## src/rtl/pipe_chain_ctrl_pkg.sv

```systemverilog
// pipe_chain_ctrl_pkg
// Purpose: shared default parameters and the flattened-bus slicing helper
//          used by the pipe_chain_ctrl controller and its stage registers.
// Ports:   none (package).
package pipe_chain_ctrl_pkg;

   localparam int DEF_STAGES = 5;
   localparam int DEF_BUS_W  = 64;
   localparam int DEF_CNT_W  = 32;

   // Low bit index of lane k in a bus built from equal lanes of width w.
   function automatic int slice_lo(input int k, input int w);
      return k * w;
   endfunction

endpackage

```

## src/rtl/pipe_chain_ctrl_stage_reg.sv

```systemverilog
// pipe_chain_ctrl_stage_reg
// Purpose: one pipeline stage register: a valid bit plus a BUS_W data latch.
// Ports:
//   clk, reset  clock / asynchronous active-high reset
//   allow       this stage may take a new item (or a bubble) this cycle
//   src_v       the upstream source offers an item
//   src_d       the offered item
//   kill        a flush from an older stage drops this stage's item
//   valid       stage holds a live item
//   data        latched item
module pipe_chain_ctrl_stage_reg #(
   parameter int BUS_W = 64
) (
   input  logic             clk,
   input  logic             reset,
   input  logic             allow,
   input  logic             src_v,
   input  logic [BUS_W-1:0] src_d,
   input  logic             kill,
   output logic             valid,
   output logic [BUS_W-1:0] data
);

   always_ff @(posedge clk or posedge reset) begin
      if (reset) begin
         valid <= 1'b0;
         data  <= '0;
      end else begin
         // Kill overrides the normal update; the data latch is free to move
         // because a dead stage's data is never looked at.
         if (kill)
            valid <= 1'b0;
         else if (allow)
            valid <= src_v;
         if (allow && src_v)
            data <= src_d;
      end
   end

endmodule

```

## src/rtl/pipe_chain_ctrl.sv

```systemverilog
// pipe_chain_ctrl
// Purpose: N-stage valid/allow pipeline controller. Owns every stage valid
//          bit and latched bus, the backward allow chain, flush decode and
//          retire/stall counters.
// Ports:
//   clk, reset              clock / asynchronous active-high reset
//   in_valid, in_data       producer offer into stage 0
//   in_allow                stage 0 accepts this cycle
//   stage_over              per-stage "work finished" from stage logic
//   stage_bus               per-stage logic result (lane k = stage k)
//   flush_req               bit k kills stages 0..k-1
//   stage_valid, stage_data per-stage register contents
//   out_valid, out_data     last stage result offered to the consumer
//   out_ready               consumer accepts
//   retire_cnt, stall_cnt   out_valid&out_ready / out_valid&~out_ready cycles
//
// Handshake: a transfer across any boundary happens on a rising edge where
// the sender's valid and the receiver's allow (ready) are both high. Valid
// never depends on allow; allow depends on downstream allow (backward chain).
module pipe_chain_ctrl
   import pipe_chain_ctrl_pkg::*;
#(
   parameter int STAGES = DEF_STAGES,
   parameter int BUS_W  = DEF_BUS_W,
   parameter int CNT_W  = DEF_CNT_W
) (
   input  logic                    clk,
   input  logic                    reset,
   input  logic                    in_valid,
   output logic                    in_allow,
   input  logic [BUS_W-1:0]        in_data,
   input  logic [STAGES-1:0]       stage_over,
   input  logic [STAGES*BUS_W-1:0] stage_bus,
   input  logic [STAGES-1:0]       flush_req,
   output logic [STAGES-1:0]       stage_valid,
   output logic [STAGES*BUS_W-1:0] stage_data,
   output logic                    out_valid,
   output logic [BUS_W-1:0]        out_data,
   input  logic                    out_ready,
   output logic [CNT_W-1:0]        retire_cnt,
   output logic [CNT_W-1:0]        stall_cnt
);

   logic [STAGES:0]         allow;
   logic [STAGES-1:0]       src_v;
   logic [STAGES*BUS_W-1:0] src_d;
   logic [STAGES-1:0]       kill;
   logic                    older_flush;

   // Backward allow chain: a stage can take something if it is empty, or
   // its item is done and the next stage can take it.
   always_comb begin
      allow         = '0;
      allow[STAGES] = out_ready;
      for (int k = STAGES - 1; k >= 0; k--)
         allow[k] = ~stage_valid[k] | (stage_over[k] & allow[k+1]);
   end

   assign in_allow = allow[0];

   // Forward sources: stage 0 from the producer, stage k from stage k-1 logic.
   always_comb begin
      src_v                 = '0;
      src_d                 = '0;
      src_v[0]              = in_valid;
      src_d[BUS_W-1:0]      = in_data;
      for (int k = 1; k < STAGES; k++) begin
         src_v[k] = stage_valid[k-1] & stage_over[k-1];
         src_d[slice_lo(k, BUS_W) +: BUS_W] = stage_bus[slice_lo(k-1, BUS_W) +: BUS_W];
      end
   end

   // Stage j dies when any flush bit above it is set; this makes the highest
   // requested bit win and turns flush_req[0] into a no-op.
   always_comb begin
      kill        = '0;
      older_flush = 1'b0;
      for (int k = STAGES - 1; k >= 0; k--) begin
         kill[k]     = older_flush;
         older_flush = older_flush | flush_req[k];
      end
   end

   for (genvar g = 0; g < STAGES; g++) begin : g_stage
      pipe_chain_ctrl_stage_reg #(
         .BUS_W (BUS_W)
      ) u_reg (
         .clk   (clk),
         .reset (reset),
         .allow (allow[g]),
         .src_v (src_v[g]),
         .src_d (src_d[g*BUS_W +: BUS_W]),
         .kill  (kill[g]),
         .valid (stage_valid[g]),
         .data  (stage_data[g*BUS_W +: BUS_W])
      );
   end

   assign out_valid = stage_valid[STAGES-1] & stage_over[STAGES-1];
   assign out_data  = stage_bus[slice_lo(STAGES-1, BUS_W) +: BUS_W];

   // Counters wrap naturally at 2^CNT_W.
   always_ff @(posedge clk or posedge reset) begin
      if (reset) begin
         retire_cnt <= '0;
         stall_cnt  <= '0;
      end else if (out_valid) begin
         if (out_ready)
            retire_cnt <= retire_cnt + CNT_W'(1);
         else
            stall_cnt  <= stall_cnt + CNT_W'(1);
      end
   end

endmodule

```

## config.mk

```make
export PLATFORM = sky130hd
export DESIGN_NAME = pipe_chain_ctrl
export DESIGN_NICKNAME = d
export VERILOG_FILES = /design/src/rtl/pipe_chain_ctrl_pkg.sv /design/src/rtl/pipe_chain_ctrl_stage_reg.sv /design/src/rtl/pipe_chain_ctrl.sv
export SDC_FILE = /design/constraint.sdc
export NUM_CORES = 1
export LEC_CHECK = 0
export BUFFER_PORTS_ARGS = -buffer_cell sky130_fd_sc_hd__buf_2
export CAP_MARGIN = 10
export CORE_AREA = 2 2 331 333
export CTS_BUF_LIST = sky130_fd_sc_hd__clkbuf_4
export DETAILED_ROUTE_END_ITERATION = 10
export DIE_AREA = 0 0 333 335
export SYNTH_ARGS = -nofsm -noshare
export SYNTH_HDL_FRONTEND = slang
export SYNTH_SLANG_ARGS = --single-unit
export TNS_END_PERCENT = 1
```

## constraint.sdc

```tcl
create_clock -name clk -period 12.55 [get_ports clk]
set_input_delay 1.8825 -clock clk [delete_from_list [all_inputs] [get_ports clk]]
set_output_delay 1.8825 -clock clk [all_outputs]
set_load 0.02 [all_outputs]
```

* Word level (Yosys, flattened, before mapping)
Cells that the tools add are included.
** Storage, ports and cells
- Output and inout port bits :: 455
- Register bits after elaboration :: 389
** Cells by class
- $add $sub $neg :: 2
- Bitwise logic cells :: 24
- Mux-type cells :: 8
- Reductions and logical operators :: 11
** Operators by type and width (number)
- adder 32 x 1 -> 32 bit, second input constant :: 2
- AND 1 bit :: 10
- two-way mux 1 bit :: 8
- bitwise OR 1 bit :: 8
- nonzero test 2 bit :: 4
- NOT 1 bit :: 6
- logical AND 1 bit :: 5
- AND reduction 2 bit :: 2

* Logic depth before layout (Yosys ltp)
Gate-level depths: netlist of run 1.
- Word-level depth :: 12
- Depth in mapped cells :: 7

* Cells and area by module
Synthesis of run 1 repeated with hierarchy kept, for this count alone.
** Unflattened totals
- Cell total of the unflattened synthesis :: 1036
- Area, all modules :: 16642.2 um2
** Modules (own cells, without submodules)
- pipe_chain_ctrl_stage_reg :: cells an instance 140, times used 5, area an instance 2622.5 um2
- pipe_chain_ctrl :: cells an instance 336, times used 1, area an instance 3529.6 um2

* Least setup slack after synthesis of run 1
No wires, ideal clock.
- Kind :: input-to-output
- From :: in stage_over[2]
- To :: out in_allow
- Slack :: 7.964 ns
- Stages on the path :: 4
- Arrival time :: 2.703 ns
- Buffers on the path :: 0
- Data required time :: 10.667 ns
- Cell sequence :: nor2b_1 -> o21ai_1 -> a31oi_2 -> nand2b_1
** Between the ends
- Word-level cells in the longest chain between the ends :: 6
** RTL lines
- start, declared :: RTL line pipe_chain_ctrl.sv:32 : input logic [STAGES-1:0] stage_over,
- AND 1 bit :: RTL line pipe_chain_ctrl.sv:56 : allow[k] = ~stage_valid[k] | (stage_over[k] & allow[k+1]);
- bitwise OR 1 bit :: RTL line pipe_chain_ctrl.sv:56
- AND 1 bit :: RTL line pipe_chain_ctrl.sv:56
- bitwise OR 1 bit :: RTL line pipe_chain_ctrl.sv:56
- AND 1 bit :: RTL line pipe_chain_ctrl.sv:56
- bitwise OR 1 bit :: RTL line pipe_chain_ctrl.sv:56
- end, declared :: RTL line pipe_chain_ctrl.sv:30 : output logic in_allow,
Every way passes these cells.

* Final worst setup path of run 1
- From :: in out_ready
- To :: out in_allow
** Between the ends
- Word-level cells in the longest chain between the ends :: 10
** RTL lines
- start, declared :: RTL line pipe_chain_ctrl.sv:39 : input logic out_ready,
- AND 1 bit :: RTL line pipe_chain_ctrl.sv:56
- bitwise OR 1 bit :: RTL line pipe_chain_ctrl.sv:56
- AND 1 bit :: RTL line pipe_chain_ctrl.sv:56
- bitwise OR 1 bit :: RTL line pipe_chain_ctrl.sv:56
- AND 1 bit :: RTL line pipe_chain_ctrl.sv:56
- bitwise OR 1 bit :: RTL line pipe_chain_ctrl.sv:56
- AND 1 bit :: RTL line pipe_chain_ctrl.sv:56
- bitwise OR 1 bit :: RTL line pipe_chain_ctrl.sv:56
- AND 1 bit :: RTL line pipe_chain_ctrl.sv:56
- bitwise OR 1 bit :: RTL line pipe_chain_ctrl.sv:56
Every way passes these cells.

==> results by group, run 1 <==
Run status
  – Outcome: finished clean

Synthesis
  – Summed instance area of the synthesized netlist: 15560 sq um
  – Portion of the post-synthesis area used by sequential elements: 62.55%
  – Number of different library cells in the post-synthesis netlist: 40
  – Synthesized area per cell: 15.15 sq um
  – Synth Warn #: 0
  – Net count of the mapped netlist: 1427
  – Post-synthesis register bit count: 389
  – Syn Inst Count: 1027

Detailed routing
  – Routed WL: 52.42 mm
  – DR WL/cell: 16.05 microns
  – Drt via density: 3.452
  – Detailed-routing iteration count for the pre-antenna-repair pass: 4
  – Detailed router's first-iteration violation count: 291
  – Count of vias placed by the detailed router: 11277
  – Final ANT Viol Nets: 0
  – DRC viols: 0

Finish
  – Area of the multi-input gates: 5047 sq um
  – Area of all sequential standard cells: 9734 sq um
  – Most common cell after layout, fill and taps aside: sky130_fd_sc_hd__buf_2
  – Number of nets in the finished design: 2168
  – Area overhead of the layout relative to synthesis: 39.20%
  – Fraction of layout cells with a size suffix above 1: 61.67%
  – Number of fill cells in the layout: 11877
  – Most used cells in the layout excluding fill and tap cells: 723 x sky130_fd_sc_hd__buf_2, 389 x sky130_fd_sc_hd__dfrtp_1, 212 x sky130_fd_sc_hd__mux2_2, 162 x sky130_fd_sc_hd__clkbuf_4, 110 x sky130_fd_sc_hd__mux2_1
  – Final core occ: 20.04%

Global routing
  – Combined global-route utilization of all metal layers: 9.112%
  – Vias in the first global route: 11786
  – Largest net degree at the start of global routing: 125
  – Antenna violations before repair: 27
  – First-pass GRT wire length: 75.57 mm
  – Final global-route overflow total: 0

Worst setup path
  – Type of the setup path with the least slack: input pin to primary output
  – Worst Path Max Fanout: 8
  – WP data required: 10670 ps
  – Critical Path AT: 3140 ps
  – Critical Path Source: out_ready
  – Worst reg2reg startpoint: g_stage[4].u_reg.valid
  – Startpoint type of the worst setup path: input pin
  – Setup crit end kind: primary output

Placement
  – DPL Wire Length: 41.10 mm
  – Placer Congestion: 0.7953
  – Port Buf Inserts: 723

Clock tree
  – Number of clock buffers inserted by TritonCTS: 108
  – Master cell of the clock root buffer: sky130_fd_sc_hd__clkbuf_4
  – Clock insertion delay at the later pin of the skew report: 920 ps
  – Number of sinks on the clock net: 389
  – Clock tree from TritonCTS: done
  – # resized after CTS: 0
  – Post-CTS Repair Setup Buffers: 0
  – Largest buffer count on any clock path: 3
  – Number of buffers added to fix hold violations after cts: 0
  – Number of levels the H-tree was split into: 3
  – Clock transition at path regs: 60 ps

Timing
  – TNS Setup: 0 ps
  – Final Max Slew Viols: 0
  – Setup skew after layout: 90.15 ps
  – Worst-margin pin slew: 1036 ps
  – Worst hold-check slack: 466.8 ps
  – Max-slew headroom at the worst pin: 30.93%
  – Shortest clock period the worst path allows after layout: 5021 ps
  – Final setup violating endpoints: 0
  – Top achievable clock speed: 0.1992 GHz
  – Final period utilization: 40.01%
  – RSZ-0062 raised after global routing: no
  – Hold Fails Final Rpt: 0

Die
  – Starting Density: 14.40%
  – Chip width: 333 microns
  – Core Box Area: 108100 sq um
  – Rows: 121
  – Number of top-level design ports: 853
  – Die H: 335 microns
  – Die area: 111600 sq um

Worst hold path
  – Source of the worst hold timing path: retire_cnt[31]
  – Type of the tightest min-delay check: flip-flop to flip-flop

Power and ir drop
  – Pwr per Cell Area: 129.8 nW/um^2
  – Peak supply drop: 71.57 uV
  – P_leak: 11.67 nW

Flow run
  – Max Cap Violations: 0
[stage by stage]
stage          power [mW]  cell area [sq um]  instances  setup slack [ps]
2_1_floorplan       1.583              15570       1027              5436
3_3_place_gp        1.706              20310       3072              7515
3_5_place_dp        1.713              20310       3072              7505
4_1_cts             2.889              21640       3256              7503
5_1_grt             2.986              21660       3264              7433
6_report            2.812              21660       3267              7529
[synthesized netlist by cell type]
master	instances	share of area [%]
sky130_fd_sc_hd__a2111oi_0	1	0.056
sky130_fd_sc_hd__or4_4	1	0.072
sky130_fd_sc_hd__a31oi_2	1	0.080
sky130_fd_sc_hd__mux2_1	110	8.0
sky130_fd_sc_hd__xnor2_1	40	2.3
sky130_fd_sc_hd__nand4b_4	1	0.15
sky130_fd_sc_hd__buf_2	19	0.61
sky130_fd_sc_hd__a31oi_4	1	0.14
sky130_fd_sc_hd__nor4b_2	1	0.096
sky130_fd_sc_hd__dfrtp_1	389	63
sky130_fd_sc_hd__nand4_1	14	0.56
sky130_fd_sc_hd__or2_2	1	0.040
sky130_fd_sc_hd__nand4_4	1	0.14
sky130_fd_sc_hd__nor3_4	2	0.21
sky130_fd_sc_hd__a21oi_4	1	0.10
sky130_fd_sc_hd__buf_4	69	3.3
sky130_fd_sc_hd__inv_1	10	0.24
sky130_fd_sc_hd__ha_1	2	0.16
sky130_fd_sc_hd__clkbuf_1	4	0.096
sky130_fd_sc_hd__a21oi_1	2	0.064
sky130_fd_sc_hd__or3_1	2	0.080
sky130_fd_sc_hd__mux2_2	212	15
sky130_fd_sc_hd__nor2_1	22	0.53
sky130_fd_sc_hd__nor3_1	4	0.13
sky130_fd_sc_hd__a211oi_1	1	0.048
sky130_fd_sc_hd__nor4_4	1	0.14
sky130_fd_sc_hd__a21bo_2	2	0.13
sky130_fd_sc_hd__nor2b_1	2	0.080
sky130_fd_sc_hd__nor4_1	1	0.040
sky130_fd_sc_hd__xor2_1	22	1.2
sky130_fd_sc_hd__nand3_1	21	0.68
sky130_fd_sc_hd__nand2_1	37	0.89
sky130_fd_sc_hd__buf_6	12	0.87
sky130_fd_sc_hd__and3_1	5	0.20
sky130_fd_sc_hd__and2_1	2	0.080
sky130_fd_sc_hd__and4_1	7	0.39
sky130_fd_sc_hd__o21ai_4	1	0.10
sky130_fd_sc_hd__nand2b_1	1	0.040
sky130_fd_sc_hd__or4_1	1	0.048
sky130_fd_sc_hd__o21ai_1	1	0.032
[routing by layer]
metal | vias up | routed length, microns | track usage (%)
li1 | 5065 | - | -
met1 | 5466 | 19150 | 9.490
met2 | 575 | 25260 | 15.07
met3 | 135 | 6104 | 5.014
met4 | 36 | 1641 | 4.015
met5 | - | 265 | 0
[final timing paths]
check | endpoint | slack, ps | cells after the start
max | in_allow | 7530 | 6
min | retire_cnt[31] | 470 | 1
max reg2reg | g_stage[1].u_reg.data[20] | 9500 | 5
min reg2reg | retire_cnt[31] | 470 | 1
max in group asynchronous | g_stage[0].u_reg.data[37] | 8900 | 5
min in group asynchronous | g_stage[4].u_reg.data[49] | 1270 | 3
[cell families (layout without fill, tap and decap cells)]
logic type                 count (synthesis)  count (layout)  share of synthesized area (%)
AOI/OAI and AO/OA                         11              11                         0.7558
xor gates and xnor gates                  62              62                          3.489
and+or+nand+nor                          127             127                          4.599
muxes                                    322             322                          23.30
buffers and inverters                    114             929                          5.146
DFF                                      389             389                          62.55
adders and majority gates                  2               2                         0.1608
other                                      0              11                              0
[report_power, final]
part           total (mW)  switching, mW  internal [mW]
clock                1.13          0.547          0.583
sequential           1.36         0.0322           1.32
combinational       0.326          0.193          0.134
[worst max-delay path, cell delays in order]
cell and delay [ps]:
sky130_fd_sc_hd__buf_2 180, sky130_fd_sc_hd__a21bo_2 250, sky130_fd_sc_hd__nand4_4 150, sky130_fd_sc_hd__a31oi_2 270, sky130_fd_sc_hd__nand2b_1 160, sky130_fd_sc_hd__buf_2 240
[sequential cells by signal, summed over array words and instances (netlist names)]
register	cells
g_stage.u_reg.valid	5
stall_cnt	32
g_stage.u_reg.data	320
retire_cnt	32
[layout make-up]
class | count | share of cell area, %
inverter | 10 | 0.1906
clock buffer | 162 | 5.614
tap | 1414 | 8.167
multi-input combinational | 524 | 23.30
timing repair buffer | 735 | 17.18
antenna | 11 | 0.1271
clock inverter | 22 | 0.4909
sequential | 389 | 44.93
Note: power is estimated with default switching activity, not from simulation.
==> run 2: changes to the inputs <==
ABC_AREA = 1   (was not set)
CORE_AREA = 2 2 329 331   (was 2 2 331 333)
DIE_AREA = 0 0 331 333   (was 0 0 333 335)
clock period = 4.4 ns   (was 12.55 ns; I/O delays follow)
==> results by group, run 2 <==
Run status
  – Outcome: finished clean

Global routing
  – Final global-route overflow total: 0
  – Fraction of met2 tracks used by global routing: 18.95%
  – Vias in the first global route: 15708
  – GRT met3 Usage: 4.443%
  – Combined global-route utilization of all metal layers: 11.14%
  – First-pass GRT wire length: 93.34 mm
  – Most used routing layer in global routing: met2
  – Global-route track usage on met1: 12.09%
  – Largest net degree at the start of global routing: 120
  – Antenna violations before repair: 15

Finish
  – Max reg flops: 320
  – Final core occ: 24.06%
  – Post-route cell area: 25650 sq um
  – Non-filler instance count after layout: 4081
  – Number of nets in the finished design: 2998
  – Most common cell after layout, fill and taps aside: sky130_fd_sc_hd__buf_2
  – Area overhead of the layout relative to synthesis: 57.89%
  – Register with the most flip-flops: g_stage.u_reg.data
  – Number of fill cells in the layout: 11437
  – Area of the multi-input gates: 5050 sq um
  – Biggest registers after layout: g_stage.u_reg.data: 320 flops, retire_cnt: 32 flops, stall_cnt: 32 flops
  – Area of all sequential standard cells: 9734 sq um
  – Most used cells in the layout excluding fill and tap cells: 723 x sky130_fd_sc_hd__buf_2, 389 x sky130_fd_sc_hd__dfrtp_1, 352 x sky130_fd_sc_hd__nand2_1, 324 x sky130_fd_sc_hd__dlygate4sd3_1, 171 x sky130_fd_sc_hd__inv_1
  – Fraction of layout cells with a size suffix above 1: 40.53%

Power and ir drop
  – Pwr per Cell Area: 329.4 nW/um^2
  – Post-route total power: 8.450 mW
  – Int Power: 6.039 mW
  – Psw: 2.411 mW
  – Switching power share of the total: 28.53%
  – Clock network power share: 39.6%
  – P_leak: 14.06 nW
  – Sequential power share: 45.7%
  – Peak supply drop: 212.6 uV
  – Fraction of power consumed by combinational cells: 14.6%

Clock tree
  – Largest buffer count on any clock path: 3
  – Number of sinks on the clock net: 389
  – Number of clock buffers inserted by TritonCTS: 110
  – # resized after CTS: 0
  – Number of levels the H-tree was split into: 3
  – Post-CTS Repair Setup Buffers: 0
  – Clock insertion delay at the later pin of the skew report: 900 ps
  – Clock tree from TritonCTS: done
  – Clock transition at path regs: 50 ps
  – Master cell of the clock root buffer: sky130_fd_sc_hd__clkbuf_4
  – Number of buffers added to fix hold violations after cts: 324

Synthesis
  – Most repeated cell in the gate-level netlist after synthesis: sky130_fd_sc_hd__dfrtp_1
  – Share of synthesized registers carrying an async set or reset: 100.0%
  – Number of different library cells in the post-synthesis netlist: 33
  – Ys flop type: sky130_fd_sc_hd__dfrtp_1
  – Number of synthesized flops with an enable pin: 0
  – Syn Inst Count: 1550
  – Portion of the post-synthesis area used by sequential elements: 59.92%
  – Portion of synthesized cell area occupied by the leading cell type: 59.92%
  – Post-synthesis register bit count: 389
  – Synthesized area per cell: 10.48 sq um
  – Summed instance area of the synthesized netlist: 16250 sq um
  – Synth Warn #: 0
  – Main area contributors after synthesis: sky130_fd_sc_hd__dfrtp_1 60%, sky130_fd_sc_hd__mux2_2 8.9%, sky130_fd_sc_hd__nand2_1 8.1%
  – Net count of the mapped netlist: 1950
  – Cell taking the most area after synthesis: sky130_fd_sc_hd__dfrtp_1
  – Commonest cells in the synthesized netlist: 389 x sky130_fd_sc_hd__dfrtp_1, 352 x sky130_fd_sc_hd__nand2_1, 172 x sky130_fd_sc_hd__inv_1

Timing
  – RSZ-0062 raised after global routing: no
  – Hold Fails Final Rpt: 0
  – Top achievable clock speed: 0.2745 GHz
  – Max-slew headroom at the worst pin: 29.12%
  – Final setup violating endpoints: 0
  – Worst Setup Slack, final: 756.6 ps
  – Worst-margin pin slew: 1063 ps
  – Final period utilization: 82.80%
  – Shortest clock period the worst path allows after layout: 3643 ps
  – Worst hold-check slack: 188.9 ps
  – TNS Setup: 0 ps
  – Final Max Slew Viols: 0
  – Setup skew after layout: 78.22 ps

Worst hold path
  – Instance count along the most critical hold path: 3
  – Type of the tightest min-delay check: input pin to flip-flop
  – Source of the worst hold timing path: stage_bus[80]
  – Worst hold endpoint: g_stage[2].u_reg.data[16]

Worst setup path
  – Worst Path Max Fanout: 33
  – Worst reg2reg startpoint: g_stage[4].u_reg.valid
  – Startpoint type of the worst setup path: input pin
  – Flop-to-flop setup slack: 1690 ps
  – Worst Reg2Reg Path Length in Cells: 13
  – Setup crit end kind: primary output
  – Critical Path AT: 2980 ps
  – WP data required: 3740 ps
  – Type of the setup path with the least slack: input pin to primary output
  – Capture instance of the worst register-to-register path: g_stage[0].u_reg.data[53]

Die
  – Core Box Area: 106600 sq um
  – Chip width: 331 microns
  – Die H: 333 microns
  – Die area: 110200 sq um
  – Starting Density: 15.24%
  – Rows: 120
  – Number of top-level design ports: 853

Detailed routing
  – Count of vias placed by the detailed router: 14895
  – Detailed-routing iteration count for the pre-antenna-repair pass: 4
  – Drt via density: 3.650
  – DR WL/cell: 15.49 microns
  – Routed WL: 63.22 mm
  – Final ANT Viol Nets: 0
  – Detailed router's first-iteration violation count: 602
  – DRC viols: 0

Placement
  – Port Buf Inserts: 723
  – Post-Place Cell Area: 21030 sq um
  – Pre-CTS setup slack: 1224 ps
  – Placer Congestion: 0.8554
  – Cell total after placement: 3565
  – DPL Wire Length: 46.12 mm

Flow run
  – Max Cap Violations: 0
-- run 2: cells by family (layout without fill, tap and decap cells) --
family / Yosys count / in the layout / synth area share, %
AND/OR/NAND/NOR: 540 / 540 / 14.79
flip-flops: 389 / 389 / 59.92
buffers and inverters: 304 / 1421 / 9.242
AO/OA/AOI/OAI: 133 / 133 / 4.113
multiplexers: 128 / 128 / 8.872
XOR/XNOR: 54 / 54 / 2.911
adder cells (fa/ha/maj): 2 / 2 / 0.1540
other: 0 / 11 / 0
-- run 2: power by group through the flow --
stage	Clock [mW]	Combinational, mW	Sequential [mW]
final	3.35	1.24	3.87
after global routing	3.71	1.35	3.89
after CTS	3.54	1.26	3.86
after detailed placement	0	1.03	3.92
after global placement	0	1.02	3.92
after floorplan	0	0.339	4.16
-- run 2: layer usage --
metal / vias to the layer above / share of wire [%] / wire length (microns)
met3: 154 / 9.2 / 5812
met2: 694 / 48 / 30660
met5: - / 0.021 / 13
met1: 7018 / 39 / 24350
met4: 2 / 3.8 / 2377
li1: 7027 / - / -
-- run 2: worst max-delay path, stage by stage --
cell and delay (ps):
sky130_fd_sc_hd__dlygate4sd3_1 540, sky130_fd_sc_hd__buf_2 170, sky130_fd_sc_hd__nand2_1 60, sky130_fd_sc_hd__nand2_1 130, sky130_fd_sc_hd__nand2_1 80, sky130_fd_sc_hd__nand2_2 100
sky130_fd_sc_hd__nand2_1 80, sky130_fd_sc_hd__nand2_2 210, sky130_fd_sc_hd__nand2_1 120, sky130_fd_sc_hd__nand2_2 120, sky130_fd_sc_hd__nand2_2 80, sky130_fd_sc_hd__nand2_4 330
sky130_fd_sc_hd__buf_2 280
-- run 2: area by class of cell --
| type | instances | area share, % |
|---|---|---|
| sequential | 389 | 37.95 |
| timing repair buffer | 1066 | 27.60 |
| multi-input combinational | 857 | 19.69 |
| tap | 1403 | 6.844 |
| clock buffer | 158 | 4.624 |
| inverter | 174 | 2.561 |
| clock inverter | 23 | 0.6292 |
| antenna | 11 | 0.1073 |
-- run 2: how the worst max path moves through the flow --
stage | start | to | slack [ps]
global placement | out_ready | g_stage[0].u_reg.data[1] | 1250
global route | g_stage[4].u_reg.valid | in_allow | 580
CTS | g_stage[4].u_reg.valid | in_allow | 710
finish | out_ready | in_allow | 760
detailed placement | out_ready | g_stage[0].u_reg.data[1] | 1220
floorplan | reset | g_stage[0].u_reg.data[0] | -1490
